===== config.mk =====
export PLATFORM = sky130hd
export DESIGN_NAME = debounce_input_core
export DESIGN_NICKNAME = d
export VERILOG_FILES = /design/src/rtl/debounce_pkg.sv /design/src/rtl/debounce_input_core_channel.sv /design/src/rtl/debounce_input_core.sv
export SDC_FILE = /design/constraint.sdc
export NUM_CORES = 1
export LEC_CHECK = 0
export CAP_MARGIN = 20
export CORE_AREA = 10 10 112 114
export CTS_CLUSTER_DIAMETER = 60
export DETAILED_ROUTE_END_ITERATION = 8
export DIE_AREA = 0 0 122 124
export HOLD_SLACK_MARGIN = 0.02
export PLACE_DENSITY = 0.76
export SLEW_MARGIN = 30
export SYNTH_ARGS = -nofsm -noshare
export SYNTH_HDL_FRONTEND = slang
export SYNTH_SLANG_ARGS = --single-unit

===== constraint.sdc =====
create_clock -name clk -period 2.8 [get_ports clk]
set_input_delay 0.56 -clock clk [delete_from_list [all_inputs] [get_ports clk]]
set_output_delay 0.56 -clock clk [all_outputs]
set_load 0.05 [all_outputs]

===== src/rtl/debounce_pkg.sv =====
// Shared types and constants for the debounced push-button input slot.
package debounce_pkg;

    typedef enum logic [1:0] {
        STABLE0 = 2'd0,
        WAIT1   = 2'd1,
        STABLE1 = 2'd2,
        WAIT0   = 2'd3
    } db_state_e;

    localparam logic [1:0] REG_LEVEL = 2'd0;
    localparam logic [1:0] REG_EVENT = 2'd1;
    localparam logic [1:0] REG_DBMS  = 2'd2;
    localparam logic [1:0] REG_RAW   = 2'd3;

    localparam int RISE_LSB = 0;
    localparam int FALL_LSB = 16;

endpackage


===== src/rtl/debounce_input_core_channel.sv =====
// One debounce channel: a stable/wait FSM with a tick-driven down-counter.
module debounce_channel
    import debounce_pkg::*;
#(
    parameter int DB_W = 8
) (
    input  logic            clk,
    input  logic            reset,
    input  logic            tick,
    input  logic            sync_in,
    input  logic [DB_W-1:0] db_ms,
    output logic            level,
    output logic            rise,
    output logic            fall
);

    db_state_e       state;
    logic [DB_W-1:0] cnt;

    // The interval is sampled only on WAIT entry, so db_ms writes never disturb a wait in progress.
    always_ff @(posedge clk or posedge reset) begin
        if (reset) begin
            state <= STABLE0;
            cnt   <= '0;
            level <= 1'b0;
            rise  <= 1'b0;
            fall  <= 1'b0;
        end else begin
            rise <= 1'b0;
            fall <= 1'b0;
            unique case (state)
                STABLE0: begin
                    if (sync_in) begin
                        state <= WAIT1;
                        cnt   <= db_ms;
                    end
                end
                WAIT1: begin
                    if (!sync_in) begin
                        state <= STABLE0;
                    end else if (cnt == '0) begin
                        state <= STABLE1;
                        level <= 1'b1;
                        rise  <= 1'b1;
                    end else if (tick) begin
                        cnt <= cnt - DB_W'(1);
                    end
                end
                STABLE1: begin
                    if (!sync_in) begin
                        state <= WAIT0;
                        cnt   <= db_ms;
                    end
                end
                WAIT0: begin
                    if (sync_in) begin
                        state <= STABLE1;
                    end else if (cnt == '0) begin
                        state <= STABLE0;
                        level <= 1'b0;
                        fall  <= 1'b1;
                    end else if (tick) begin
                        cnt <= cnt - DB_W'(1);
                    end
                end
                default: state <= STABLE0;
            endcase
        end
    end

endmodule


===== src/rtl/debounce_input_core.sv =====
// Slot core: synchronizes and debounces N buttons, latches edge events,
// exposes levels/events/interval/raw over the 32-bit slot bus.
module debounce_input_core
    import debounce_pkg::*;
#(
    parameter int N          = 4,
    parameter int TICK_DIV   = 100000,
    parameter int DB_W       = 8,
    parameter int DB_DEFAULT = 20
) (
    input  logic         clk,
    input  logic         reset,
    input  logic         cs,
    input  logic         read,
    input  logic         write,
    input  logic [4:0]   addr,
    input  logic [31:0]  wr_data,
    output logic [31:0]  rd_data,
    input  logic [N-1:0] btn_in,
    output logic         irq
);

    localparam int TW = (TICK_DIV > 1) ? $clog2(TICK_DIV) : 1;

    logic [N-1:0]    sync1;
    logic [N-1:0]    sync2;
    logic [TW-1:0]   tick_cnt;
    logic            tick;
    logic [DB_W-1:0] db_ms;
    logic [N-1:0]    level;
    logic [N-1:0]    rise_p;
    logic [N-1:0]    fall_p;
    logic [N-1:0]    rise_flags;
    logic [N-1:0]    fall_flags;
    logic [N-1:0]    rise_clr;
    logic [N-1:0]    fall_clr;
    logic            wr_en;
    logic            unused;

    assign unused = ^{read, addr[4:2], wr_data};
    assign wr_en  = write && cs;

    always_ff @(posedge clk or posedge reset) begin
        if (reset) begin
            sync1 <= '0;
            sync2 <= '0;
        end else begin
            sync1 <= btn_in;
            sync2 <= sync1;
        end
    end

    assign tick = (tick_cnt == TW'(TICK_DIV - 1));

    always_ff @(posedge clk or posedge reset) begin
        if (reset) begin
            tick_cnt <= '0;
        end else if (tick) begin
            tick_cnt <= '0;
        end else begin
            tick_cnt <= tick_cnt + TW'(1);
        end
    end

    always_ff @(posedge clk or posedge reset) begin
        if (reset) begin
            db_ms <= DB_W'(DB_DEFAULT);
        end else if (wr_en && addr[1:0] == REG_DBMS) begin
            db_ms <= wr_data[DB_W-1:0];
        end
    end

    for (genvar i = 0; i < N; i++) begin : g_ch
        debounce_channel #(
            .DB_W(DB_W)
        ) u_ch (
            .clk    (clk),
            .reset  (reset),
            .tick   (tick),
            .sync_in(sync2[i]),
            .db_ms  (db_ms),
            .level  (level[i]),
            .rise   (rise_p[i]),
            .fall   (fall_p[i])
        );
    end

    always_comb begin
        rise_clr = '0;
        fall_clr = '0;
        if (wr_en && addr[1:0] == REG_EVENT) begin
            rise_clr = wr_data[RISE_LSB +: N];
            fall_clr = wr_data[FALL_LSB +: N];
        end
    end

    // A new edge in the same cycle as its clear keeps the flag set.
    always_ff @(posedge clk or posedge reset) begin
        if (reset) begin
            rise_flags <= '0;
            fall_flags <= '0;
            irq        <= 1'b0;
        end else begin
            rise_flags <= (rise_flags & ~rise_clr) | rise_p;
            fall_flags <= (fall_flags & ~fall_clr) | fall_p;
            irq        <= |{rise_flags, fall_flags};
        end
    end

    always_comb begin
        rd_data = '0;
        unique case (addr[1:0])
            REG_LEVEL: rd_data[N-1:0] = level;
            REG_EVENT: begin
                rd_data[RISE_LSB +: N] = rise_flags;
                rd_data[FALL_LSB +: N] = fall_flags;
            end
            REG_DBMS:  rd_data[DB_W-1:0] = db_ms;
            REG_RAW:   rd_data[N-1:0] = sync2;
            default:   rd_data = '0;
        endcase
    end

endmodule


; Yosys cells after proc, flatten, opt, wreduce, memory -nomap -nowiden
; Cells that the tools add are included.
[word_totals]
regBits = 94
in_bits = 46
out_inout_bits = 33
wordCells = 217
[classes]
n_addsub = 5
eq_ne = 48
mux = 102
n_bitwise = 6
n_reduce_logical = 29
[ops]
columns = operator, n
row1 = 8-bit two-way mux, 24
row2 = 8-bit one-hot mux with 4 select lines, 4
row3 = 2-bit two-way mux, 24
row4 = 1-bit two-way mux, 36
row5 = 8-bit zero test, 4
row6 = 2-bit inequality test (second input constant), 16
row7 = 2-bit one-hot mux with 4 select lines, 4
row8 = 4-bit AND reduction, 8
row9 = 8-bit by 1-bit subtractor with 8-bit output (second input constant), 4
row10 = 3-bit by 2-bit inequality test with 1-bit output (second input constant), 8
row11 = 2-bit == test (second input constant), 10
row12 = 5-bit AND reduction, 4
row13 = 17-bit by 1-bit adder with 17-bit output (second input constant), 1
row14 = 17-bit == test (second input constant), 1
row15 = 17-bit two-way mux, 1
row16 = 4-bit two-way mux, 4
row17 = 2-bit by 1-bit inequality test with 1-bit output (second input constant), 8
row18 = 4-bit one-hot mux with 4 select lines, 1
row19 = 2-bit by 1-bit == test with 1-bit output (second input constant), 5
row20 = 2-bit zero test, 5
row21 = 4-bit bitwise AND, 2
row22 = 4-bit NOT, 2
row23 = 4-bit bitwise OR, 2
row24 = 1-bit one-hot mux with 2 select lines, 4
row25 = 3 further kinds, 8

; Depth between registers and ports, before layout
[depth]
ltp_word = 6
ltp_mapped = 9
depth_no_buf = 8

; Cells and area by module
; From an unflattened synthesis, not the netlist that was laid out.
[hier_totals]
hier_cells = 503
area_unflattened_um2 = 5188.7
[by_module_without_submodules]
columns = mod, n_inst, cells_per_inst, area_each_um2, seq_area_each_um2
row1 = debounce_channel, 4, 84, 812.0, 325.3
row2 = debounce_input_core, 1, 167, 1940.6, 1053.5

; Least setup slack after synthesis
; OpenSTA, ideal clock, no wires.
[synth_timing]
path_type = flip-flop to flip-flop
from = register g_ch[1].u_ch.cnt[0]
to = register g_ch[1].u_ch.cnt[1]
setup_time_ps = 94
arrival_ps = 1905
t_required_ps = 2706
path_slack_ps = 801
stages_incl_launch_ff = 8
path_buffers = 0
synth_period_minus_slack_ps = 1999
path_cell_list = dfrtp_1 -> inv_1 -> ha_1 -> or4bb_1 -> o21ai_4 -> nor2_2 -> a22o_1 -> a221oi_2
[synth_via]
elab_chain_len = 5
elab_cells_between_ends = 7
classes_between = add/sub: 1 / mux: 5 / reduce/logical: 1
[synth_lines]
columns = item, line_no
row1 = "start, declared", debounce_input_core_channel.sv:18  ; logic [DB_W-1:0] cnt;
row2 = "start signal, assigned", debounce_input_core_channel.sv:35  ; cnt <= db_ms;
row3 = "start signal, assigned", debounce_input_core_channel.sv:46  ; cnt <= cnt - DB_W'(1);
row4 = "start signal, assigned", debounce_input_core_channel.sv:52  ; cnt <= db_ms;
row5 = 8-bit by 1-bit subtractor with 8-bit output, "debounce_input_core_channel.sv:46, debounce_input_core_channel.sv:63"
row6 = 8-bit two-way mux, "debounce_input_core_channel.sv:45, debounce_input_core_channel.sv:62"
row7 = 8-bit two-way mux *, debounce_input_core_channel.sv:58  ; end else if (cnt == '0) begin
row8 = 8-bit two-way mux (on tied branches), "debounce_input_core_channel.sv:56, debounce_input_core_channel.sv:39"
row9 = 8-bit one-hot mux with 4 select lines *, debounce_input_core_channel.sv:31  ; unique case (state)
; Every way passes the cells marked *; elsewhere a longest branch is shown, timed or not. The select of a mux whose other input is x is not followed.
; A chain may end at the register's enable or synchronous reset.

; Final worst setup path
[layout_timing]
from = input addr[0]
to = output rd_data[3]
[layout_via]
elab_chain_len = 2
elab_cells_between_ends = 5
classes_between = eq/ne: 3 / mux: 1 / reduce/logical: 1
[layout_lines]
columns = item, line_no
row1 = "start, declared", debounce_input_core.sv:16  ; input logic [4:0] addr,
row2 = "2-bit == test, or another cell as far along", debounce_input_core.sv:112  ; unique case (addr[1:0])
row3 = 4-bit one-hot mux with 4 select lines *, debounce_input_core.sv:112
row4 = "end, declared", debounce_input_core.sv:18  ; output logic [31:0] rd_data,
; Every way passes the cells marked *; elsewhere a longest branch is shown, timed or not.

==> summary.md <==
| Metric | Value |
|---|---|
| Status | `finished, final reports clean` |
| Maxcap violations | `0` |
| Syn Std Cell Area | `0.00496 mm^2` |
| # hold bufs at CTS | `0` |
| Synth cell types | `64` |
| Slew Viols, Final | `0` |
| Crit Path Category | `in2out` |
| H-Tree Depth | `3` |
| CTS resizes | `0` |
| GPL Wtd Cong | `roughly 0.85` |
| RSZ-0062 raised after global routing | `no` |
| Area Growth Syn to Fin | `15.6%` |
| Die Ht | `124 um` |
| Placed inst area | `0.00550 mm^2` |
| Initial antenna violation count | `0` |
| DRC Markers | `0` |
| Reg2reg end | `g_ch[1].u_ch.cnt[1]` |
| Antenna cells | `0` |
| Die area | `0.0151 mm^2` |
| Worst r2r path cells | `7` |
| Input/output buffers | `34` |
| Worst skew pair latency | `~0.36 ns` |
| Crit path max fanout | `6` |
| Slew margin rel. | `51.6%` |
| FF+latch count, synth | `94` |
| Critical Path Sink Type | `output port` |
| Clock Sinks | `94` |
| Root buf cell | `clkbuf_8` |
| Number of global-route vias before repair | `3709` |
| GRT Util Overall | `15.2%` |
| Final Cycle Share | `between 90% and 100%` |
| Grt total ovfl | `0` |
| Arr. time, crit path | `about 2 ns` |
| Worst vdd ir | `0.426 mV` |
| Avg Inst Size Synth | `10.0 um^2` |
| Post-Route WL | `11300 um` |
| Post-synth ARST share | `100%` |
| Startpoint Class | `primary input` |
| Setup repair bufs after CTS | `0` |
| Worst Path Required | `about 2.2 ns` |
| Hold Path Class | `reg2reg` |
| R2R setup slack | `0.55 ns` |
| Critical path startpoint | `addr[0]` |
| Synth warn | `0` |
| Share of cells above drive strength 1 | `between 10 and 15%` |
| Clock Skew | `0.0153 ns` |
| CTS tree | `yes` |
| Endpoints failing setup | `0` |
| Primary FF master, synth | `dfrtp_1` |
| Termination of the worst setup path | `rd_data[3]` |
| EDFF count, synth | `0` |
| ANT nets after route | `0` |
| Clock slew at reported path FFs | `0.10 ns` |
| Final routed wire length divided by cell count | `16.7 um` |
| Fin area | `between 0.005 and 0.006 mm^2` |
| Clock buffer depth | `2` |
| Core area | `around 0.010 mm^2` |
| Pleak | `2.50 nW` |
| Vias per cell | `5.71` |
| Hold Fails Final Rpt | `0` |
| Total Nets Final | `about 590` |
| Cells after Synth | `494` |
| Initial core utilization | `roughly half` |
| Worst R2R Start | `g_ch[1].u_ch.cnt[0]` |
| Starting DRC count in detailed routing | `411` |
| CTS Buf Count | `9` |
| Setup TNS | `0 ns` |
| Largest net degree at the start of global routing | `35` |
| Hold Startpoint | `sync1[1]` |
| Worst-margin pin slew | `0.719 ns` |
| Vias | `about 3800` |
| Num ports | `79` |
| Fin crit period | `approximately 2.6 ns` |
| Horiz. Die Dim | `122 um` |
| First-pass GRT wire length | `18600 um` |
| Row Count | `37` |
| Power, Total | `5.21 mW` |
| Fmax | `389 MHz` |
| DR pass1 iterations | `4` |
| DP HPWL | `8070 um` |
| Seq/Total Area, Yosys | `47.5%` |
| Pwr dens | `908 mW/mm^2` |
cells by family after synthesis:
family / Yosys count / share of synthesized area, %
and+or+nand+nor: 196 / 22.1
DFF: 94 / 47.5
buffers and inverters: 56 / 6.18
AOI/OAI and AO/OA: 101 / 13.6
muxes: 18 / 4.92
other: 1 / 0.0756
xor gates and xnor gates: 19 / 3.36
adders and majority gates: 9 / 2.27
cell usage after synthesis, drive strengths merged, types with 8 or more instances:
cell type / count / area share (%)
and2: 13 / 1.6
buf: 29 / 4.1
nor3: 14 / 1.4
clkbuf: 8 / 0.61
o22ai: 12 / 1.5
nand4: 11 / 1.4
a21oi: 28 / 2.8
mux2: 11 / 2.5
xnor2: 12 / 2.1
inv: 18 / 1.4
o21ai: 21 / 2.4
a21o: 10 / 1.5
ha: 9 / 2.3
nand2: 38 / 2.9
nand3: 29 / 3.0
nor2: 33 / 2.5
nor3b: 11 / 1.7
dfrtp: 92 / 46
power by group:
part           internal [mW]  switching (mW)
sequential              1.73           0.504
clock                  0.542           0.505
combinational          0.832            1.09
total                   3.10            2.10
sequential cells by signal, summed over array words and instances (netlist names), named ones only:
name / flops
db_ms: 8
fall_flags: 4
g_ch.u_ch.cnt: 32
g_ch.u_ch.fall: 4
g_ch.u_ch.level: 4
g_ch.u_ch.rise: 4
g_ch.u_ch.state: 4
irq: 1
rise_flags: 4
sync1: 4
sync2: 4
tick_cnt: 17
routing by layer:
| layer | vias up | share of wire, % | wire length (um) | track usage (%) |
|---|---|---|---|---|
| li1 | 1827 | - | - | - |
| met2 | 107 | 45 | 5100 | 23.1 |
| met3 | 12 | 7.9 | 895 | 5.79 |
| met5 | - | 0 | 0 | 0 |
| met1 | 1894 | 45 | 5100 | 19.9 |
| met4 | 0 | 1.5 | 165 | 3.87 |
worst min-delay path by stage:
stage                          end  slack (ns)  cells past startpoint
after floorplan           sync2[0]        0.33                      0
after global placement    sync2[3]        0.33                      0
after detailed placement  sync2[1]        0.33                      0
after CTS                 sync2[1]        0.36                      0
after global routing      sync2[0]        0.37                      0
final                     sync2[1]        0.36                      0
layout by cell type (no fill, tap or decap), types with 3 or more instances in the layout:
master / synthesis / final
nand2_1: 38 / 38
nand4b_1: 4 / 4
nand4_1: 11 / 11
clkdlybuf4s50_1: 0 / 22
a41oi_1: 3 / 3
conb_1: 1 / 20
nor2b_1: 5 / 5
mux2i_1: 3 / 3
xnor2_1: 12 / 12
clkbuf_8: 0 / 10
mux4_2: 4 / 4
a31oi_1: 5 / 5
nor3_1: 14 / 14
a21o_1: 10 / 10
buf_12: 0 / 11
nor4_1: 5 / 5
ha_1: 9 / 9
dfrtp_1: 92 / 92
nand3b_1: 4 / 4
o22ai_1: 12 / 12
a2bb2oi_1: 4 / 4
nor2_1: 32 / 32
nor3b_1: 11 / 11
or4_1: 3 / 3
a22oi_1: 3 / 3
o21ai_0: 19 / 19
and2_1: 13 / 13
nand2b_1: 4 / 4
buf_4: 24 / 12
mux2_2: 11 / 11
xor2_1: 7 / 7
a21oi_1: 28 / 28
and3_1: 5 / 5
nand3_1: 28 / 28
inv_1: 16 / 15
nor4bb_1: 3 / 3
and4_1: 5 / 5
critical path, stage by stage:
cell and delay, ns:
clkdlybuf4s50_1 0.67, mux4_2 0.57, buf_4 0.21
final cells by class:
class                           count  area, um^2
Inverter                           19        75.1
Tap cell                          136         170
Clock buffer                       10         138
Clock inverter                      6        97.6
Multi-Input combinational cell    363        2370
Fill cell                         867        4500
Timing Repair Buffer               45         531
Sequential cell                    94        2350
stage by stage:
step | utilization [%] | cells | hold WS [ns] | setup WS (ns)
floorplan | - | 513 | 0.331 | 0.801
global placement | 53.7 | 657 | 0.334 | 0.236
detailed placement | 53.7 | 657 | 0.335 | 0.231
CTS | 56.0 | 673 | 0.359 | 0.224
global route | 56.0 | 673 | 0.368 | 0.177
finish | 56.0 | 673 | 0.357 | 0.228
Power figures use the tool's default switching activity.
